--- src/rtl/seq_branch_comparator_pkg.sv ---
// Shared types and helpers for the chunk-serial branch comparator.
// Build option: CMP_EARLY_EXIT_EN (consumed by the top level only).
package cmp_pkg;

   typedef enum logic [1:0] {
      ST_IDLE = 2'd0,
      ST_CMP  = 2'd1,
      ST_DONE = 2'd2
   } cmp_state_e;

   localparam logic [2:0] OP_BEQ  = 3'b000;
   localparam logic [2:0] OP_BNE  = 3'b001;
   localparam logic [2:0] OP_BLT  = 3'b100;
   localparam logic [2:0] OP_BGE  = 3'b101;
   localparam logic [2:0] OP_BLTU = 3'b110;
   localparam logic [2:0] OP_BGEU = 3'b111;

   // Returns {illegal, taken}. "Not less" is written as gt|eq, which is the
   // same thing because exactly one of gt/lt/eq is set.
   function automatic logic [1:0] branch_decode(input logic [2:0] op,
                                                input logic gt,
                                                input logic lt,
                                                input logic eq);
      logic [1:0] r;
      r = 2'b00;
      case (op)
         OP_BEQ:  r = {1'b0, eq};
         OP_BNE:  r = {1'b0, ~eq};
         OP_BLT:  r = {1'b0, lt};
         OP_BGE:  r = {1'b0, gt | eq};
         OP_BLTU: r = {1'b0, lt};
         OP_BGEU: r = {1'b0, gt | eq};
         default: r = 2'b10;  // 010 / 011 are not branches
      endcase
      return r;
   endfunction

endpackage

--- src/rtl/seq_branch_comparator_chunk.sv ---
// Combinational compare of one CHUNK-bit slice. When is_msb_signed is set
// the slice holds the operand sign bit, so its MSB is flipped to turn the
// two's-complement order into a plain unsigned order.
module cmp_chunk #(
   parameter int CHUNK = 8
) (
   input  logic [CHUNK-1:0] a,
   input  logic [CHUNK-1:0] b,
   input  logic             is_msb_signed,
   output logic             gt,
   output logic             lt
);

   logic [CHUNK-1:0] flip;
   logic [CHUNK-1:0] ax;
   logic [CHUNK-1:0] bx;

   // Bias the sign bit (if any) and compare unsigned.
   always_comb begin
      flip            = '0;
      flip[CHUNK-1]   = is_msb_signed;
      ax              = a ^ flip;
      bx              = b ^ flip;
      gt              = (ax > bx);
      lt              = (ax < bx);
   end

endmodule

--- src/rtl/seq_branch_comparator.sv ---
// Chunk-serial magnitude comparator for the branch path. Compares CHUNK bits
// per cycle, MSB chunk first; the first differing chunk decides gt/lt.
// Build option: CMP_EARLY_EXIT_EN -- leave CMP as soon as a chunk differs
// instead of always walking all NCHUNK chunks. Flag values are identical.
module seq_branch_comparator
   import cmp_pkg::*;
#(
   parameter int WIDTH = 32,
   parameter int CHUNK = 8
) (
   input  logic             i_clk,
   input  logic             i_rst,
   input  logic             i_valid,
   output logic             o_ready,
   input  logic [WIDTH-1:0] i_in_1,
   input  logic [WIDTH-1:0] i_in_2,
   input  logic             i_sign,
   input  logic [2:0]       i_op,
   output logic             o_valid,
   input  logic             i_ready,
   output logic             o_gt,
   output logic             o_lt,
   output logic             o_eq,
   output logic             o_taken,
   output logic             o_illegal
);

   localparam int NCHUNK = WIDTH / CHUNK;
   localparam int IW     = (NCHUNK > 1) ? $clog2(NCHUNK) : 1;
   localparam logic [IW-1:0] IDX_MSB = IW'(NCHUNK - 1);

`ifdef CMP_EARLY_EXIT_EN
   localparam bit EARLY_EXIT = 1'b1;
`else
   localparam bit EARLY_EXIT = 1'b0;
`endif

   if (WIDTH % CHUNK != 0) begin : g_width_chk
      $error("seq_branch_comparator: WIDTH must be a multiple of CHUNK");
   end

   cmp_state_e       state_q, state_d;
   logic [WIDTH-1:0] a_q, a_d, b_q, b_d;
   logic             sign_q, sign_d;
   logic [2:0]       op_q, op_d;
   logic [IW-1:0]    idx_q, idx_d;
   // sticky working flags for the operation in flight
   logic             dec_q, dec_d, gt_q, gt_d, lt_q, lt_d;
   // presented result, held after hand-off until the next one lands
   logic             rgt_q, rgt_d, rlt_q, rlt_d, req_q, req_d;
   logic             rtk_q, rtk_d, ril_q, ril_d;

   logic [NCHUNK-1:0][CHUNK-1:0] a_ch, b_ch;
   logic                         c_gt, c_lt, c_msb_signed;
   logic                         fin_eq;

   assign a_ch         = a_q;
   assign b_ch         = b_q;
   assign c_msb_signed = sign_q & (idx_q == IDX_MSB);

   cmp_chunk #(.CHUNK(CHUNK)) u_chunk (
      .a             (a_ch[idx_q]),
      .b             (b_ch[idx_q]),
      .is_msb_signed (c_msb_signed),
      .gt            (c_gt),
      .lt            (c_lt)
   );

   assign o_ready   = (state_q == ST_IDLE) & ~i_rst;
   assign o_valid   = (state_q == ST_DONE);
   assign o_gt      = rgt_q;
   assign o_lt      = rlt_q;
   assign o_eq      = req_q;
   assign o_taken   = rtk_q;
   assign o_illegal = ril_q;

   // Next-state: accept in IDLE, walk chunks in CMP, hold result in DONE.
   always_comb begin
      state_d = state_q;
      a_d     = a_q;
      b_d     = b_q;
      sign_d  = sign_q;
      op_d    = op_q;
      idx_d   = idx_q;
      dec_d   = dec_q;
      gt_d    = gt_q;
      lt_d    = lt_q;
      rgt_d   = rgt_q;
      rlt_d   = rlt_q;
      req_d   = req_q;
      rtk_d   = rtk_q;
      ril_d   = ril_q;
      fin_eq  = 1'b0;
      case (state_q)
         ST_IDLE: begin
            if (i_valid) begin
               a_d     = i_in_1;
               b_d     = i_in_2;
               sign_d  = i_sign;
               op_d    = i_op;
               idx_d   = IDX_MSB;
               dec_d   = 1'b0;
               gt_d    = 1'b0;
               lt_d    = 1'b0;
               state_d = ST_CMP;
            end
         end
         ST_CMP: begin
            gt_d  = dec_q ? gt_q : c_gt;
            lt_d  = dec_q ? lt_q : c_lt;
            dec_d = dec_q | c_gt | c_lt;
            idx_d = idx_q - 1'b1;
            if ((idx_q == '0) || (EARLY_EXIT && dec_d)) begin
               fin_eq         = ~(gt_d | lt_d);
               rgt_d          = gt_d;
               rlt_d          = lt_d;
               req_d          = fin_eq;
               {ril_d, rtk_d} = branch_decode(op_q, gt_d, lt_d, fin_eq);
               idx_d          = IDX_MSB;
               state_d        = ST_DONE;
            end
         end
         ST_DONE: begin
            if (i_ready) state_d = ST_IDLE;
         end
         default: state_d = ST_IDLE;
      endcase
   end

   // State and datapath registers; reset discards any operation in flight.
   always_ff @(posedge i_clk or posedge i_rst) begin
      if (i_rst) begin
         state_q <= ST_IDLE;
         a_q     <= '0;
         b_q     <= '0;
         sign_q  <= 1'b0;
         op_q    <= 3'b000;
         idx_q   <= IDX_MSB;
         dec_q   <= 1'b0;
         gt_q    <= 1'b0;
         lt_q    <= 1'b0;
         rgt_q   <= 1'b0;
         rlt_q   <= 1'b0;
         req_q   <= 1'b0;
         rtk_q   <= 1'b0;
         ril_q   <= 1'b0;
      end else begin
         state_q <= state_d;
         a_q     <= a_d;
         b_q     <= b_d;
         sign_q  <= sign_d;
         op_q    <= op_d;
         idx_q   <= idx_d;
         dec_q   <= dec_d;
         gt_q    <= gt_d;
         lt_q    <= lt_d;
         rgt_q   <= rgt_d;
         rlt_q   <= rlt_d;
         req_q   <= req_d;
         rtk_q   <= rtk_d;
         ril_q   <= ril_d;
      end
   end

endmodule

--- config.mk ---
export PLATFORM = sky130hd
export DESIGN_NAME = seq_branch_comparator
export DESIGN_NICKNAME = d
export VERILOG_FILES = /design/src/rtl/seq_branch_comparator_pkg.sv /design/src/rtl/seq_branch_comparator_chunk.sv /design/src/rtl/seq_branch_comparator.sv
export SDC_FILE = /design/constraint.sdc
export NUM_CORES = 1
export LEC_CHECK = 0
export ABC_AREA = 1
export ABC_CLOCK_PERIOD_IN_PS = 3200
export CAP_MARGIN = 0
export CORE_MARGIN = 2
export CORE_UTILIZATION = 38
export CTS_CLUSTER_SIZE = 28
export DETAILED_ROUTE_END_ITERATION = 10
export SYNTH_ARGS = -nofsm -noshare
export SYNTH_HDL_FRONTEND = slang
export SYNTH_HIERARCHICAL = 1
export SYNTH_SLANG_ARGS = --single-unit
--- constraint.sdc ---
create_clock -name i_clk -period 3.2 [get_ports i_clk]
set_input_delay 0.64 -clock i_clk [delete_from_list [all_inputs] [get_ports i_clk]]
set_output_delay 0.64 -clock i_clk [all_outputs]
set_load 0.02 [all_outputs]
=== Yosys cells after proc, flatten, opt, wreduce, memory -nomap -nowiden ===
Index checks and enable logic that the tools add are counted.

* $add $sub $neg: 1
* Magnitude comparators: 3
* Equality and inequality tests: 11
* Muxes and demuxes: 18
* Bitwise operators: 10
* Reduce and logical (&&, ||, !) cells: 10

{| class="wikitable"
|+ Operators with widths
! operator !! number
|-
| $bmux W8 S2 || 2
|-
| $mux W8 || 2
|-
| $xor A8 B8 Y8 || 2
|-
| $eq A3 B3 Y1 const B || 4
|-
| $mux W2 || 5
|-
| $gt A8 B8 Y1 || 1
|-
| $lt A8 B8 Y1 || 1
|-
| $pmux W2 S4 || 1
|-
| $pmux W1 S2 || 3
|-
| $pmux W2 S3 || 1
|-
| $reduce_and A2 Y1 || 3
|-
| $eq A2 B2 Y1 const B || 2
|-
| $logic_not A2 Y1 || 2
|-
| $ne A2 B2 Y1 const B || 2
|-
| $or A1 B1 Y1 || 4
|-
| $pmux W2 S2 || 1
|-
| $reduce_or A2 Y1 || 2
|-
| $eq A3 B1 Y1 const B || 1
|-
| $logic_not A3 Y1 || 1
|-
| $lt A2 B3 Y1 const B || 1
|-
| $mux W1 || 3
|-
| $reduce_and A3 Y1 || 1
|-
| $and A1 B1 Y1 || 2
|-
| $eq A2 B1 Y1 const B || 1
|-
| other kinds (4) || 5
|}

* Register bits: 80
* Bits of input ports: 72
* Output and inout port bits: 7
* Logic and storage cells: 67

=== Depth between registers and ports, before layout ===
* Depth after elaboration: 9
* Depth in mapped cells: 23
* Depth with buffers taken out: 21

=== Hierarchy ===
The synthesis kept the hierarchy.

{| class="wikitable"
|+ Modules (own cells, without submodules)
! module !! times used !! cells each !! area each (µm²) !! sequential area each (µm²)
|-
| seq_branch_comparator || 1 || 316 || 3557.2 || 2004.4
|-
| cmp_chunk || 1 || 39 || 240.2 || 0.0
|}

=== Worst setup path before layout ===
Ideal clock, no wire load.

* Kind: flip-flop to flip-flop
* From: reg idx_q[0]
* To: reg rtk_q (netlist: o_taken)
* Library setup time: 116 ps
* Arrival time: 2424 ps
* Data required time: 3084 ps
* Path slack: 660 ps
* Stages on the path, launching flop included: 19
* Buffers on the path: 2
* Clock period less this slack: 2540 ps
* Cells stage by stage: dfstp_2 buf_2 clkbuf_1 nor2_1 o22ai_1 xor2_1 ha_1 a21o_1 nor2_1 and2_1 inv_1 nand2_1 nand2_1 nand2_1 nand2_1 nand2_1 nand2_1 nand2_1 nand2_1

* Cells in the longest elaborated chain, start to end: 9
* Elaborated cells between the ends (all ways): 18
* Those cells by class: order compare: 2; eq/ne: 1; mux: 7; bitwise: 6; reduce/logical: 2

{| class="wikitable"
|+ Ends and longest elaborated chain
! item !! RTL line !! source
|-
| start, declared || seq_branch_comparator.sv:46 || <nowiki>logic [IW-1:0] idx_q, idx_d;</nowiki>
|-
| start signal, assigned || seq_branch_comparator.sv:153 || <nowiki>idx_q <= idx_d;</nowiki>
|-
| $bmux W8 S2, or another cell as far along || seq_branch_comparator.sv:62 || <nowiki>.a (a_ch[idx_q]),</nowiki>
|-
| $mux W8 (not written as such), or another cell as far along || seq_branch_comparator.sv:62 ||
|-
| $xor A8 B8 Y8 (on tied branches) || seq_branch_comparator_chunk.sv:22, seq_branch_comparator_chunk.sv:23 ||
|-
| $lt A8 B8 Y1 * || seq_branch_comparator_chunk.sv:25 || <nowiki>lt = (ax < bx);</nowiki>
|-
| named net c_lt || seq_branch_comparator.sv:54 || <nowiki>logic c_gt, c_lt, c_msb_signed;</nowiki>
|-
| $mux W1 * || seq_branch_comparator.sv:110 || <nowiki>lt_d = dec_q ? lt_q : c_lt;</nowiki>
|-
| $or A1 B1 Y1 || seq_branch_comparator.sv:114 || <nowiki>fin_eq = ~(gt_d | lt_d);</nowiki>
|-
| $not A1 Y1 || seq_branch_comparator.sv:114 ||
|-
| $or A1 B1 Y1 || seq_branch_comparator_pkg.sv:30, seq_branch_comparator_pkg.sv:32 ||
|-
| $pmux W2 S4 * || seq_branch_comparator_pkg.sv:26 || <nowiki>case (op)</nowiki>
|-
| end signal, assigned || seq_branch_comparator.sv:160 || <nowiki>rtk_q <= rtk_d;</nowiki>
|-
| end, declared || seq_branch_comparator.sv:51 || <nowiki>logic rtk_q, rtk_d, ril_q, ril_d;</nowiki>
|}

The timed path passes the listed nets; every way through them passes the cells marked *. The select of a mux whose other input is x is not followed.
A chain may end at the register's enable or synchronous reset.

=== Worst setup path in the final report ===
* From: reg idx_q[1]
* To: reg rtk_q (netlist: o_taken)

* Cells in the longest elaborated chain, start to end: 9
* Elaborated cells between the ends (all ways): 18
* Those cells by class: order compare: 2; eq/ne: 1; mux: 7; bitwise: 6; reduce/logical: 2

{| class="wikitable"
|+ Ends and longest elaborated chain
! item !! RTL line !! source
|-
| $bmux W8 S2, or another cell as far along || seq_branch_comparator.sv:62 ||
|-
| $mux W8 (not written as such), or another cell as far along || seq_branch_comparator.sv:62 ||
|-
| $xor A8 B8 Y8 (on tied branches) || seq_branch_comparator_chunk.sv:22, seq_branch_comparator_chunk.sv:23 ||
|-
| $gt A8 B8 Y1 * || seq_branch_comparator_chunk.sv:24 || <nowiki>gt = (ax > bx);</nowiki>
|-
| named net c_gt || seq_branch_comparator.sv:54 ||
|-
| $mux W1 * || seq_branch_comparator.sv:109 || <nowiki>gt_d = dec_q ? gt_q : c_gt;</nowiki>
|-
| $or A1 B1 Y1 || seq_branch_comparator.sv:114 ||
|-
| $not A1 Y1 || seq_branch_comparator.sv:114 ||
|-
| $or A1 B1 Y1 || seq_branch_comparator_pkg.sv:30, seq_branch_comparator_pkg.sv:32 ||
|-
| $pmux W2 S4 * || seq_branch_comparator_pkg.sv:26 ||
|}

Marks and branches as above.

==> flow_summary_export.csv <==
group,metric,value,unit
grt,top_usage_layer,"met2",
route,dr_total_vias,2769,
grt,grt_pass1_vias,2792,
synthesis,yosysWarningCount,6,
pwr,p_int,3.262,mW
cts,path_clk_slew,0.07,ns
pwr,swShare,37.09,%
grt,use_met2,23.21,%
timing,min_period,2.774,ns
synthesis,syn_nets,437,
worst_hold_path,hold_depth,1,
route,drt_first_pass_iters,4,
cts,postCtsSetupRepairBufs,0,
pwr,cellPowerDensity,1042,nW/um2
synthesis,postSynthAreaPerCell,10.70,um2
worst_hold_path,hp-class,"reg -> reg",
synthesis,yosysUniqueCellTypes,27,
synthesis,netlist_instances,355,
placed_design,placed_cell_area,4735,um2
timing,final.setup.tns,0,ns
timing,fmax,360.4,MHz
timing,tightest_slew,0.5099,ns
worst_setup_path,cp_max_fo,18,
timing,whs,0.4846,ns
timing,rsz0062_at_grt,"no",
worst_setup_path,reg2reg_depth,18,
worst_hold_path,hold_path_end,"o_illegal",
route,drtIter0Drc,79,
cts,cts_buffer_depth,2,
job,maxCapViolCount,0,
cts,root_buffer,"clkbuf_8",
grt,met3_usage,3.822,%
placed_design,post-place-cells,555,
grt,grt_antenna_before_repair,0,
pwr,power.total,5.185,mW
timing,drv_slew,0,
worst_setup_path,cp-start-kind,"flop",
synthesis,yosysSeqAreaShare,52.78,%
pwr,peakVddDrop,0.3702,mV
outcome,status,"finished, final reports clean",
cts,htree_num_levels,3,
worst_setup_path,cp-end-kind,"flop",
cts,hold_buffers,0,
worst_setup_path,worstSetupPathType,"reg -> reg",
route,routed_via_density,4.858,
cts,cts_tree,"built",
cts,cts_resized,0,
route,final_antenna_net_count,0,
timing,slew_headroom,65.97,%
timing,fin_crit_sh,86.70,%
layout,drive_gt1_share,19.68,%
die,rows,36,
grt,grt_pass1_wl,13520,um
layout,layout_common_cells,"dfrtp_1 (78), clkdlybuf4s50_1 (78), mux2_2 (59), nor2_1 (39), o21ai_0 (37)",
cts,cts_buffers,9,
pwr,clock_power_share,16.7,%
cts,clk_latency,0.35,ns
placed_design,gp_congestion,0.7806,
timing,setup_viol,0,
layout,antennaDiodeCount,0,
route,routed_wl,7874,um
die,start_util,39.03,%
die,core_area,9729,um2
worst_setup_path,cp_data_arrival_time,3.01,ns
worst_hold_path,hold_path_startpoint,"op_q[2]",
worst_setup_path,required,3.44,ns
synthesis,synth.cell_area,3797,um2
worst_setup_path,r2r_start,"idx_q[1]",
cts,clock_sinks,80,
grt,grt_usage,15.49,%
pwr,combPwrFrac,47.4,%
pwr,leakage,2.202,nW
pwr,switchingPower,1.923,mW
layout,area_delta_synth_final,30.97,%
die,io-pin-count,79,
grt,met1_usage,21.73,%
layout,num-fill-cells,935,
route,routedWlPerCell,13.81,um
timing,finalClockSkew,0.006920,ns
layout,register_area,2004,um2
grt,grt-ovfl-total,0,
pwr,seq_power_share,35.9,%
worst_setup_path,reg2reg_slack,0.43,ns
layout,finish.instance_area,4974,um2
worst_setup_path,reg2reg_to,"o_taken",
grt,grt_max_degree,53,
timing,hold_viol_final,0,
route,route.detailed.drc,0,
layout,layout.nets,515,
die,die_w,104.0,um
die,fp.dieH,104.0,um
placed_design,hpwl,5788,um
layout,final_cells,570,
die,dieArea,10810,um2
synthesis,synth-seq-cells,80,
placed_design,io_buffer_count,78,
layout,multi_input_area,1590,um2
==> cells by family (layout without fill, tap and decap cells) <==
logic type      count (synthesis)  after routing  synth area share (%)
compound gates                 66             66                 9.555
xor+xnor                        2              2                0.4614
fa+ha+maj                      10             10                 3.295
buf+inv                        46            128                 5.337
flops                          80             80                 52.78
mux                            65             65                 19.28
simple gates                   86             86                 9.292
==> power groups by stage <==
stage,Clock [mW],Sequential [mW],Combinational (mW)
finish,0.868,1.86,2.46
CTS,0.884,1.86,2.49
global route,0.936,1.92,2.83
global placement,0,1.88,2.43
detailed placement,0,1.88,2.48
floorplan,0,1.77,1.92
==> per-stage QoR <==
| step | util (%) | worst slack [ns] |
|---|---|---|
| after floorplan | - | 0.5116 |
| after global routing | 51.12 | 0.08756 |
| after CTS | 51.12 | 0.4073 |
| after detailed placement | 48.66 | 0.4179 |
| after global placement | 48.66 | 0.4949 |
| final | 51.12 | 0.4255 |
==> flip-flops by register name, indices dropped and copies added (netlist names), 2 cells and up <==
register  flops
state_q       2
a_ch         32
idx_q         2
op_q          3
b_ch         32
==> layout make-up <==
type / instances / area share (%)
clock buffers: 13 / 3.597
clock inverters: 2 / 1.208
inverters: 29 / 2.214
multi-input cells: 229 / 31.97
flip-flops and latches: 80 / 40.30
well taps: 133 / 3.346
repair buffers: 84 / 17.36
==> synth_stat cells, drive strengths merged <==
cell	count	area share (%)
nand2	36	3.6
a22oi	1	0.20
o22ai	18	3.0
or2	1	0.16
inv	29	2.9
dfrtp	78	51
nand3	7	1.3
a21o	1	0.20
xor2	1	0.23
a21oi	6	0.79
nor2	40	4.0
ha	10	3.3
mux2	65	19
and2	1	0.16
xnor2	1	0.23
clkbuf	4	0.40
o31ai	2	0.40
dfstp	2	1.4
buf	13	2.1
nor3	1	0.13
o21ai	38	5.0
==> per-layer routing <==
| metal | vias to the layer above | wire [um] |
|---|---|---|
| li1 | 1363 | - |
| met4 | 0 | 109 |
| met3 | 9 | 378 |
| met1 | 1331 | 3910 |
| met5 | - | 0 |
| met2 | 66 | 3475 |
==> critical path, cell delays in order (launching register included) <==
cell,delay (ns)
dfstp_2,0.71
inv_1,0.23
o21ai_0,0.13
o22ai_1,0.11
xor2_1,0.15
ha_1,0.30
nand2_1,0.09
a21oi_1,0.15
nor2_1,0.07
a21oi_1,0.14
inv_1,0.05
nand2_1,0.08
nand2_1,0.11
nand2_1,0.10
nand2_1,0.05
nand2_1,0.05
nand2_1,0.05
nand2_1,0.05
nand2_1,0.04
==> worst max path at each step <==
stage / slack (ns) / from / endpoint / cells after the start
6_report: 0.43 / idx_q[1] / o_taken / 18
5_1_grt: 0.09 / idx_q[1] / o_taken / 17
4_1_cts: 0.41 / idx_q[1] / o_taken / 18
3_5_place_dp: 0.42 / idx_q[1] / o_taken / 20
3_3_place_gp: 0.49 / idx_q[1] / o_taken / 18
2_1_floorplan: 0.51 / i_rst / a_ch[0] / 1
No activity file was read; power rests on OpenSTA's default activity.
